[src/rtl/pheap_root.sv]
// rtl/pheap_root.sv - root stage of a pipelined max-priority heap
package pheap_pkg;
    localparam int KEY_W = 8;
    localparam int VAL_W = 8;

    typedef enum logic [1:0] {
        OP_LEQ     = 2'd0,
        OP_DEQ     = 2'd1,
        OP_ENQ_DEQ = 2'd2
    } opcode_t;

    typedef struct packed {
        logic [KEY_W-1:0] key;
        logic [VAL_W-1:0] value;
    } kv_t;

    typedef struct packed {
        logic active;
        kv_t  kv;
    } entry_t;

    localparam kv_t    KV_EMPTY    = '0;
    localparam entry_t ENTRY_EMPTY = '0;
endpackage

module pheap_root
    import pheap_pkg::*;
#(
    parameter int LEVELS = 4
) (
    input  logic              clk,
    input  logic              rst,

    input  logic              req_valid,
    input  opcode_t           req_op,
    input  kv_t               req_kv,
    output logic              req_ready,

    output logic              rsp_valid,
    output kv_t               rsp_kv,
    output logic              rsp_err,

    output logic [LEVELS-1:0] count,
    output logic              full,
    output logic              empty,

    output logic              l2_ren,
    input  entry_t            rBotL,
    input  entry_t            rBotR,

    output logic              l2_start,
    output opcode_t           l2_op,
    output logic              l2_startPos,
    output kv_t               l2_in,
    input  logic              l2_active
);

    localparam int CAP = 2**LEVELS - 1;
    localparam int CW  = LEVELS - 1;

    typedef enum logic [1:0] {
        IDLE = 2'd0,
        READ = 2'd1,
        EXEC = 2'd2
    } state_t;

    state_t        state, state_nxt;
    entry_t        root, root_nxt;
    logic [CW-1:0] lcnt, lcnt_nxt;
    logic [CW-1:0] rcnt, rcnt_nxt;
    opcode_t       op_q;
    kv_t           kv_q;

    logic accept;
    logic pick_right;
    logic ins_right;
    logic req_gt_l;
    logic req_gt_r;

    assign req_ready = (state == IDLE) && !l2_active && !rst;
    assign accept    = req_valid && req_ready;
    assign l2_ren    = (state == READ) && !rst;

    assign count = LEVELS'(root.active) + LEVELS'(lcnt) + LEVELS'(rcnt);
    assign full  = (count == LEVELS'(CAP));
    assign empty = (count == '0);

    // Inactive entries lose every comparison; ties favour the left child.
    assign pick_right = rBotR.active && (!rBotL.active || (rBotR.kv.key > rBotL.kv.key));
    assign ins_right  = (lcnt > rcnt);
    assign req_gt_l   = !rBotL.active || (kv_q.key > rBotL.kv.key);
    assign req_gt_r   = !rBotR.active || (kv_q.key > rBotR.kv.key);

    always_comb begin
        state_nxt   = state;
        root_nxt    = root;
        lcnt_nxt    = lcnt;
        rcnt_nxt    = rcnt;
        rsp_valid   = 1'b0;
        rsp_err     = 1'b0;
        rsp_kv      = KV_EMPTY;
        l2_start    = 1'b0;
        l2_op       = OP_LEQ;
        l2_startPos = 1'b0;
        l2_in       = KV_EMPTY;

        case (state)
            IDLE:    if (accept) state_nxt = READ;
            READ:    state_nxt = EXEC;
            EXEC:    state_nxt = IDLE;
            default: state_nxt = IDLE;
        endcase

        if (state == EXEC && !rst) begin
            case (op_q)
                OP_LEQ: begin
                    if (empty) begin
                        root_nxt = {1'b1, kv_q};
                    end else if (full) begin
                        rsp_valid = 1'b1;
                        rsp_err   = 1'b1;
                    end else begin
                        // The loser of root vs. new entry sinks into the lighter subtree.
                        l2_start    = 1'b1;
                        l2_op       = OP_LEQ;
                        l2_startPos = ins_right;
                        if (root.kv.key >= kv_q.key) begin
                            l2_in = kv_q;
                        end else begin
                            l2_in    = root.kv;
                            root_nxt = {1'b1, kv_q};
                        end
                        if (ins_right) rcnt_nxt = rcnt + CW'(1);
                        else           lcnt_nxt = lcnt + CW'(1);
                    end
                end

                OP_DEQ: begin
                    rsp_valid = 1'b1;
                    if (empty) begin
                        rsp_err = 1'b1;
                    end else begin
                        rsp_kv = root.kv;
                        if (!rBotL.active && !rBotR.active) begin
                            root_nxt = ENTRY_EMPTY;
                        end else begin
                            root_nxt    = pick_right ? rBotR : rBotL;
                            l2_start    = 1'b1;
                            l2_op       = OP_DEQ;
                            l2_startPos = pick_right;
                            if (pick_right) rcnt_nxt = rcnt - CW'(1);
                            else            lcnt_nxt = lcnt - CW'(1);
                        end
                    end
                end

                OP_ENQ_DEQ: begin
                    rsp_valid = 1'b1;
                    if (empty) begin
                        root_nxt = {1'b1, kv_q};
                    end else begin
                        rsp_kv = root.kv;
                        if (req_gt_l && req_gt_r) begin
                            root_nxt = {1'b1, kv_q};
                        end else begin
                            // Promote the larger child; the new entry replaces it one level down.
                            root_nxt    = pick_right ? rBotR : rBotL;
                            l2_start    = 1'b1;
                            l2_op       = OP_ENQ_DEQ;
                            l2_startPos = pick_right;
                            l2_in       = kv_q;
                        end
                    end
                end

                default: begin
                    rsp_valid = 1'b1;
                    rsp_err   = 1'b1;
                end
            endcase
        end
    end

    always_ff @(posedge clk) begin
        if (rst) begin
            state <= IDLE;
            root  <= ENTRY_EMPTY;
            lcnt  <= '0;
            rcnt  <= '0;
            op_q  <= OP_LEQ;
            kv_q  <= KV_EMPTY;
        end else begin
            state <= state_nxt;
            root  <= root_nxt;
            lcnt  <= lcnt_nxt;
            rcnt  <= rcnt_nxt;
            if (accept) begin
                op_q <= req_op;
                kv_q <= req_kv;
            end
        end
    end

endmodule

[config.mk]
export PLATFORM = sky130hd
export DESIGN_NAME = pheap_root
export DESIGN_NICKNAME = d
export VERILOG_FILES = /design/src/rtl/pheap_root.sv
export SDC_FILE = /design/constraint.sdc
export NUM_CORES = 1
export LEC_CHECK = 0
export CAP_MARGIN = 20
export CORE_AREA = 2 2 90 92
export DETAILED_ROUTE_END_ITERATION = 16
export DIE_AREA = 0 0 92 94
export PLACE_DENSITY = 0.8
export SKIP_CTS_REPAIR_TIMING = 1
export SYNTH_ARGS = -nofsm -noshare
export SYNTH_HDL_FRONTEND = slang
export SYNTH_SLANG_ARGS = --single-unit
[constraint.sdc]
create_clock -name clk -period 3.4 [get_ports clk]
set_input_delay 0.68 -clock clk [delete_from_list [all_inputs] [get_ports clk]]
set_output_delay 0.68 -clock clk [all_outputs]
set_load 0.005 [all_outputs]
* Word-level counts from Yosys, hierarchy flattened
Index checks and enable logic that the tools add are counted.
** Operators by class
- Add/subtract/negate cells :: 6
- Multiply operators :: 0
- Divide/modulo/power cells :: 0
- $lt $le $gt $ge :: 5
- Eq/ne operators :: 16
- Shifts and indexed selects :: 0
- Mux-type cells :: 64
- Bitwise gates (word level) :: 0
- Reductions and logical operators :: 24
** Operators by type and width (count)
- $mux W16 :: 9
- $mux W17 :: 8
- $pmux W17 S3 :: 1
- $mux W3 :: 12
- $pmux W16 S2 :: 1
- $gt A8 B8 Y1 :: 3
- $mux W1 :: 22
- $ne A2 B2 Y1 const B :: 9
- $reduce_and A8 Y1 :: 2
- $pmux W3 S2 :: 2
- $pmux W1 S3 :: 3
- $ge A8 B8 Y1 :: 1
- $logic_and A1 B1 Y1 :: 8
- $mux W2 :: 4
- $pmux W2 S2 :: 2
- $add A3 B1 Y3 const B :: 2
- $ne A3 B3 Y1 const B :: 2
- $sub A3 B1 Y3 const B :: 2
- $reduce_and A5 Y1 :: 1
- $add A1 B3 Y4 :: 1
- $add A4 B3 Y4 :: 1
- $eq A2 B1 Y1 const B :: 2
- $eq A2 B2 Y1 const B :: 2
- $eq A4 B4 Y1 const B :: 1
- other kinds (8) :: 14
** Storage, ports and cells
- Register bits after elaboration :: 43
- Latch bits :: 0
- Memory bits (writable) :: 0
- Memory bits (read-only) :: 0
- Input bits :: 56
- Output and inout bits :: 46
- Logic and storage cells :: 124
- Memories kept :: 0

* Logic depth before layout (Yosys ltp)
Gate-level depths: netlist (run 1).
- Word-level depth :: 7
- Mapped depth :: 14
- Mapped depth without buffers :: 12

* Worst setup path before layout (run 1)
Ideal clock, no wire load.
- Path type :: in2out
- Start :: input port rBotL[13] in the netlist's numbering
- End :: output port l2_in[10] in the netlist's numbering
- Arrival time :: 2.451 ns
- Required time :: 2.720 ns
- Setup slack :: 0.269 ns
- Stages :: 9
- Path buffers :: 1
- Cells stage by stage :: inv_1 -> ha_1 -> a211oi_2 -> nor2_1 -> or4_4 -> a21oi_4 -> clkbuf_2 -> o21ai_0 -> a21oi_1
** RTL lines
- start, declared :: line 48 : input entry_t rBotL,
- end, declared :: line 54 : output kv_t l2_in,

==> summary.txt, run 1 <==
Worst setup path
  – Arrival @ worst endpoint: just over 3000 ps
  – Worst Setup Start Kind: flop
  – CP Cell Sequence: inv_2 > fa_2 > inv_2 > fa_2 > xor2_2 > buf_4 > nand3b_4 > buf_6 > nand2_2 > a21oi_4 > buf_6 > buf_6 > buf_6 > o21ai_2 > a21oi_1 > buf_2
  – Critical path's most frequent cell: buf_6
  – Worst stage delay on the critical path: 390 ps
  – Crit Path Class: reg2out
  – Worst Setup End Kind: output pin
  – Worst path buffer plus inverter count: 8
  – Worst Path Required: ~2700 ps
  – Cell family with most CP delay: buffers and inverters
  – Slowest-stage cell, CP: fa_2
  – Max Fanout on Critical Path: 5

Timing
  – Fin crit share: 1.09
  – F_max: 0.270 GHz
  – Layout Skew: between 10 and 15 ps
  – Worst rel slew slack: 0.254
  – Max Slew Vio Count: 0
  – RSZ-0062 raised after global routing: yes
  – WHS: 492 ps
  – Endpoints failing hold: 0
  – Finish-stage setup viols: 27
  – TNS Setup: -3290 ps
  – Slew at the pin with the worst max-slew slack: 1120 ps
  – Min cycle time layout: ~3700 ps
  – Final Worst Setup Slack: -300 ps

Power and ir drop
  – Max rail drop VDD: 0.192 mV
  – P per Cell Area: 222 nW/µm²
  – Leak: about 0.0026 µW
  – Total Power: 1280 µW

Placed design
  – Gpl congestion: 0.922
  – DP Cell Count: 704
  – Post-Place Setup Slack: -785 ps
  – Number of buffers added on ports: 101
  – Dpl hpwl: 9100 µm

Layout
  – Final cell count without fillers: 736
  – Diodes inserted: 0
  – Fill cell count: approximately 510
  – Share of cells above drive strength 1: 0.338
  – Syn-to-layout area delta: 58.3%
  – Final #Nets: 734

Synth
  – Syn Inst Count: roughly 480
  – Dominant synthesized flop cell: dfxtp_1
  – FF+latch count, synth: 43
  – Netlist cell types: 55
  – Most frequent cell after synthesis: nand2_1
  – Synth area leaders: dfxtp_1, ha_1, nand2_1
  – Area share of the largest cell type after synthesis: 0.235
  – Biggest area consumer among synthesized cells: dfxtp_1
  – Commonest cells in the netlist: nand2_1, a21oi_1, dfxtp_1, inv_1, o21ai_0
  – Post-Syn Area: 3660 µm²
  – Share of flip-flops with an asynchronous set or reset: 0
  – Ys Warns: 0
  – Post-synth EDFFs: 0
  – Sequential fraction of the synthesis area: 0.235
  – Syn avg cell area: 7.69 µm²
  – Mapped Nets: 577

GRT
  – Largest net degree at the start of global routing: 35
  – Vias in the first global route: between 4000 and 5000
  – First-pass GRT wire length: 19600 µm
  – Total grt overflow: 0
  – GR Util All Layers: 0.281
  – Antenna violations before repair: 0

Floorplanning
  – Die ar.: approximately 8600 µm²
  – Starting Density: 0.481
  – I/O pin count: 102
  – Rows: 32
  – Die width: between 90 and 100 µm
  – Core area: 7610 µm²
  – Die Span Y: approximately 94 µm

Route
  – DR WL/cell: 19.7 µm
  – First-pass detailed-route iteration total: 5
  – Via count: 4443
  – Drt total wl: 14500 µm
  – DRT iter0 DRCs: 376
  – Avg Vias per Cell: 6.04
  – Number of remaining DRC errors: 0
  – Detail Route Antenna Nets: 0

Clock network
  – Clk slew on worst S/H paths: 100 ps
  – Clk Latency, worst-skew pair: 320 ps
  – CTS Buf Count: 5
  – Root buffer cell: clkbuf_8
  – CTS Sinks: 43
  – Max H-tree Level: 2
  – Max Root-Sink Buffers: 2
  – CTS tree: done

Worst hold path
  – Hold/Removal Path Class: reg2reg

Job
  – MaxCap Viol Count: 0

Run status
  – Status: finished with violations
  – Failing checks: negative setup slack
## area by class of cell
class | instances | area [µm²] | area share
Clock buffer | 5 | 68.8 | 0.0119
Clock inverter | 3 | 43.8 | 0.00756
Inverter | 46 | 180 | 0.0311
Multi-Input combinational cell | 361 | 2890 | 0.498
Sequential cell | 43 | 865 | 0.149
Tap cell | 102 | 128 | 0.0220
Timing Repair Buffer | 176 | 1620 | 0.280
## path summary, 6_finish.rpt
check | slack, ps | start | cells after the start | endpoint
max | -300 | root[16] | 16 | l2_in[4]
min | 490 | kv_q[2] | 2 | kv_q[2]
min reg2reg | 490 | kv_q[2] | 2 | kv_q[2]
max reg2reg | 450 | root[16] | 14 | root[8]
## cells by family after synthesis
kind of cell	count (synthesis)	share of synthesized area
AND/OR/NAND/NOR	147	0.208
adder cells (fa/ha/maj)	45	0.162
multiplexers	17	0.0499
buffers and inverters	72	0.0845
AO/OA/AOI/OAI	147	0.248
XOR/XNOR	5	0.0120
flip-flops	43	0.235
## layout by cell type (no fill, tap or decap), drive strengths merged, types with 4 or more instances in the layout
cell and n:
nand4 9, a211oi 5, a31oi 18, mux2i 7, nand2 64, inv 45, clkbuf 15, nor2 12
dlymetal6s2s 23, nor2b 7, ha 41, nand2b 17, buf 95, o21ai 46, and3 16, a21oi 47
clkdlybuf4s50 48, a22oi 15, mux2 10, fa 4, dfxtp 43, nand3 7
## tightest hold or removal path, stage by stage, from the launching register on
cell,delay [ps]
dfxtp_1,330
nand2_1,60
a21oi_1,60
## state kept, by name, indices dropped and copies added (netlist names)
register  count
root         17
op_q          2
state         2
kv_q         16
rcnt          3
lcnt          3
## metrics by stage
stage          area (µm²)   util
3_3_place_gp         5040  0.663
4_1_cts              5160  0.678
3_5_place_dp         5040  0.663
5_1_grt              5790  0.761
6_report             5790  0.761
2_1_floorplan        3660      -
## per-layer routing
| metal | routed length [µm] | GRT usage | share of wire | vias to the layer above |
|---|---|---|---|---|
| li1 | - | - | - | 1997 |
| met1 | 5450 | 0.349 | 0.38 | 2106 |
| met2 | 7210 | 0.506 | 0.50 | 278 |
| met3 | 1210 | 0.0353 | 0.084 | 62 |
| met4 | 607 | 0.0858 | 0.042 | 0 |
| met5 | 0 | 0 | 0 | - |
## where the power goes
group          internal, µW  leakage [µW]  switching [µW]
clock                   219     0.0000581             208
sequential              518      0.000350            19.8
combinational           167       0.00224             152
total                   905       0.00264             380
Power figures use the tool's default switching activity.
==> inputs of run 2 (changes only) <==
--- a/config.mk
+++ b/config.mk
@@ -7,10 +7,12 @@
 export LEC_CHECK = 0
 export CAP_MARGIN = 20
 export CORE_AREA = 2 2 90 92
+export CTS_CLUSTER_SIZE = 8
 export DETAILED_ROUTE_END_ITERATION = 16
 export DIE_AREA = 0 0 92 94
 export PLACE_DENSITY = 0.8
 export SKIP_CTS_REPAIR_TIMING = 1
+export SKIP_LAST_GASP = 1
 export SYNTH_ARGS = -nofsm -noshare
 export SYNTH_HDL_FRONTEND = slang
 export SYNTH_SLANG_ARGS = --single-unit
==> run 2 against run 1 <==
  * The flow still finishes with violations (negative setup slack)
  * First-iteration DRC count decreased by 4.0%
  * Register-to-register slack about the same
  * Clock skew increased by 1.1 ps
  * Utilization increased by 0.43 points
  * Via count decreased by 0.68%
  * Worst setup slack got worse by 55 ps
  * Critical path type unchanged
  * Largest power group unchanged
==> summary.txt, run 2 (synthesis gave the netlist of run 1 again) <==
Run status
  – Status: finished with violations
  – Failing checks: negative setup slack

Route
  – Avg Vias per Cell: 6.00 (-0.68%)
  – First-pass detailed-route iteration total: 7 (+2)
  – Drt total wl: 13900 µm (-3.7%)
  – Detail Route Antenna Nets: 0 (unchanged)
  – DRT iter0 DRCs: 361 (-4.0%)
  – DR WL/cell: 18.9 µm (-3.7%)
  – Via count: 4413 (-0.68%)
  – Number of remaining DRC errors: 0 (unchanged)

Placed design
  – DP Cell Count: 704 (unchanged)
  – Number of buffers added on ports: 101 (unchanged)
  – Dpl hpwl: 9100 µm (unchanged)
  – Gpl congestion: 0.922 (unchanged)

Layout
  – Final #Nets: 734 (unchanged)
  – Commonest non-fill, non-tap cells in the layout: nand2_1, buf_4, clkdlybuf4s50_1
  – Reg with most FFs: root
  – Diodes inserted: 0 (unchanged)
  – Syn-to-layout area delta: 59.2%
  – Final cell count without fillers: 736 (unchanged)
  – Share of cells above drive strength 1: 0.309 (-0.0284)
  – Final Util: 0.765 (+0.00428)
  – Max reg flops: 17 (unchanged)
  – Top Registers: root: 17 flops, kv_q: 16 flops
  – Commonest non-fill, non-tap cell in the layout: nand2_1

Floorplanning
  – Core area: 7610 µm² (unchanged)
  – Die ar.: 8650 µm² (unchanged)
  – I/O pin count: 102 (unchanged)
  – Starting Density: 0.481 (unchanged)
  – Die width: 92 µm (unchanged)
  – Rows: 32 (unchanged)
  – Die Span Y: 94 µm (unchanged)

Timing
  – Min cycle time layout: 3750 ps (+55.0 ps)
  – F_max: 0.266 GHz (-1.5%)
  – Worst rel slew slack: 0.306 (+0.0529)
  – Fin crit share: 1.10 (+0.0162)
  – WHS: 491 ps (-0.897 ps)
  – Layout Skew: 14.1 ps (+1.14 ps)
  – Max Slew Vio Count: 0 (unchanged)
  – Final Worst Setup Slack: -355 ps (-55.0 ps)
  – Endpoints failing hold: 0 (unchanged)
  – Slew at the pin with the worst max-slew slack: 1040 ps (-79.0 ps)
  – RSZ-0062 raised after global routing: yes
  – Finish-stage setup viols: 30 (+11%)

Clock network
  – Clk slew on worst S/H paths: 90 ps (about the same)
  – Clk Latency, worst-skew pair: 310 ps (about the same)
  – Max Root-Sink Buffers: 2 (unchanged)
  – Root buffer cell: clkbuf_8
  – Max H-tree Level: 2 (unchanged)
  – CTS tree: done
  – CTS Buf Count: 5 (unchanged)
  – CTS Sinks: 43 (unchanged)

GRT
  – Total grt overflow: 0 (unchanged)
  – Vias in the first global route: 4152 (unchanged)
  – Antenna violations before repair: 0 (unchanged)
  – Largest net degree at the start of global routing: 35 (unchanged)
  – GR Util All Layers: 0.281 (unchanged)
  – First-pass GRT wire length: 19600 µm (unchanged)

Job
  – MaxCap Viol Count: 0 (unchanged)

Worst setup path
  – Worst path buffer plus inverter count: 8 (unchanged)
  – Cell family with most CP delay: buffers and inverters
  – CP Cell Sequence: inv_2 > fa_2 > inv_2 > fa_2 > xor2_2 > buf_4 > nand3b_4 > buf_6 > nand2_1 > a21oi_4 > buf_6 > buf_6 > buf_6 > o21ai_2 > a21oi_1 > buf_2
  – Worst r2r src: rcnt[0]
  – Crit Path Class: reg2out
  – Stages on worst setup path: 16 (unchanged)
  – FF-to-FF path depth: 14 (unchanged)
  – Worst Path Required: 2720 ps (about the same)
  – Arrival @ worst endpoint: 3070 ps (+50 ps)
  – Critical path's most frequent cell: buf_6
  – Max Fanout on Critical Path: 5 (unchanged)
  – Worst Setup End Kind: output pin
  – Worst Setup Start Kind: flop
  – Slowest-stage cell, CP: fa_2
  – Worst stage delay on the critical path: 390 ps (about the same)
  – CP startpoint: root[16]

Power and ir drop
  – Leak: 0.00279 µW (+5.6%)
  – Max rail drop VDD: 0.200 mV (+4.3%)
  – P per Cell Area: 218 nW/µm² (-2.0%)

Worst hold path
  – Hold/Removal Path Class: reg2reg
  – Hold path cells: 2 (unchanged)
  – Critical hold path startpoint: kv_q[2]
-- run 2: worst paths after layout --
| kind | end | slack, ps |
|---|---|---|
| setup reg to reg | root[8] | 450 |
| hold reg to reg | kv_q[2] | 490 |
| setup / recovery | l2_in[5] | -350 |
| hold / removal | kv_q[2] | 490 |
-- run 2: power breakdown --
part           switching, µW  internal [µW]
registers               19.7            518
logic                    150            167
clock network            193            219
-- run 2: per-stage QoR --
stage	setup slack, ps	TNS, ps	instance area [µm²]	total power [µW]
after CTS	-792	-21780	5160	1220
after global placement	-758	-14440	5040	805
final	-355	-3780	5820	1270
after detailed placement	-785	-16750	5040	814
after floorplan	269	0	3660	676
after global routing	-382	-6470	5820	1310
-- run 2: layout make-up --
cell class,instances,area (µm²)
timing repair buffer,176,1680
fill,493,1780
tap,102,128
multi-input combinational,361,2860
inverter,46,180
clock inverter,3,43.8
clock buffer,5,68.8
sequential,43,865
-- run 2: worst reg2reg max path, delay by kind of cell, from the launching register on --
kind	cells	cell delay [ps]
AO/OA/AOI/OAI	3	530
adder cells (fa/ha/maj)	2	850
buffers and inverters	5	670
flip-flops	1	340
AND/OR/NAND/NOR	4	440
-- run 2: per-layer routing --
metal | vias to the layer above | wire, µm | GRT usage
met5 | - | 0 | 0
met4 | 0 | 437 | 0.0858
met3 | 60 | 1170 | 0.0353
met2 | 284 | 7010 | 0.506
met1 | 2071 | 5340 | 0.349
li1 | 1998 | - | -
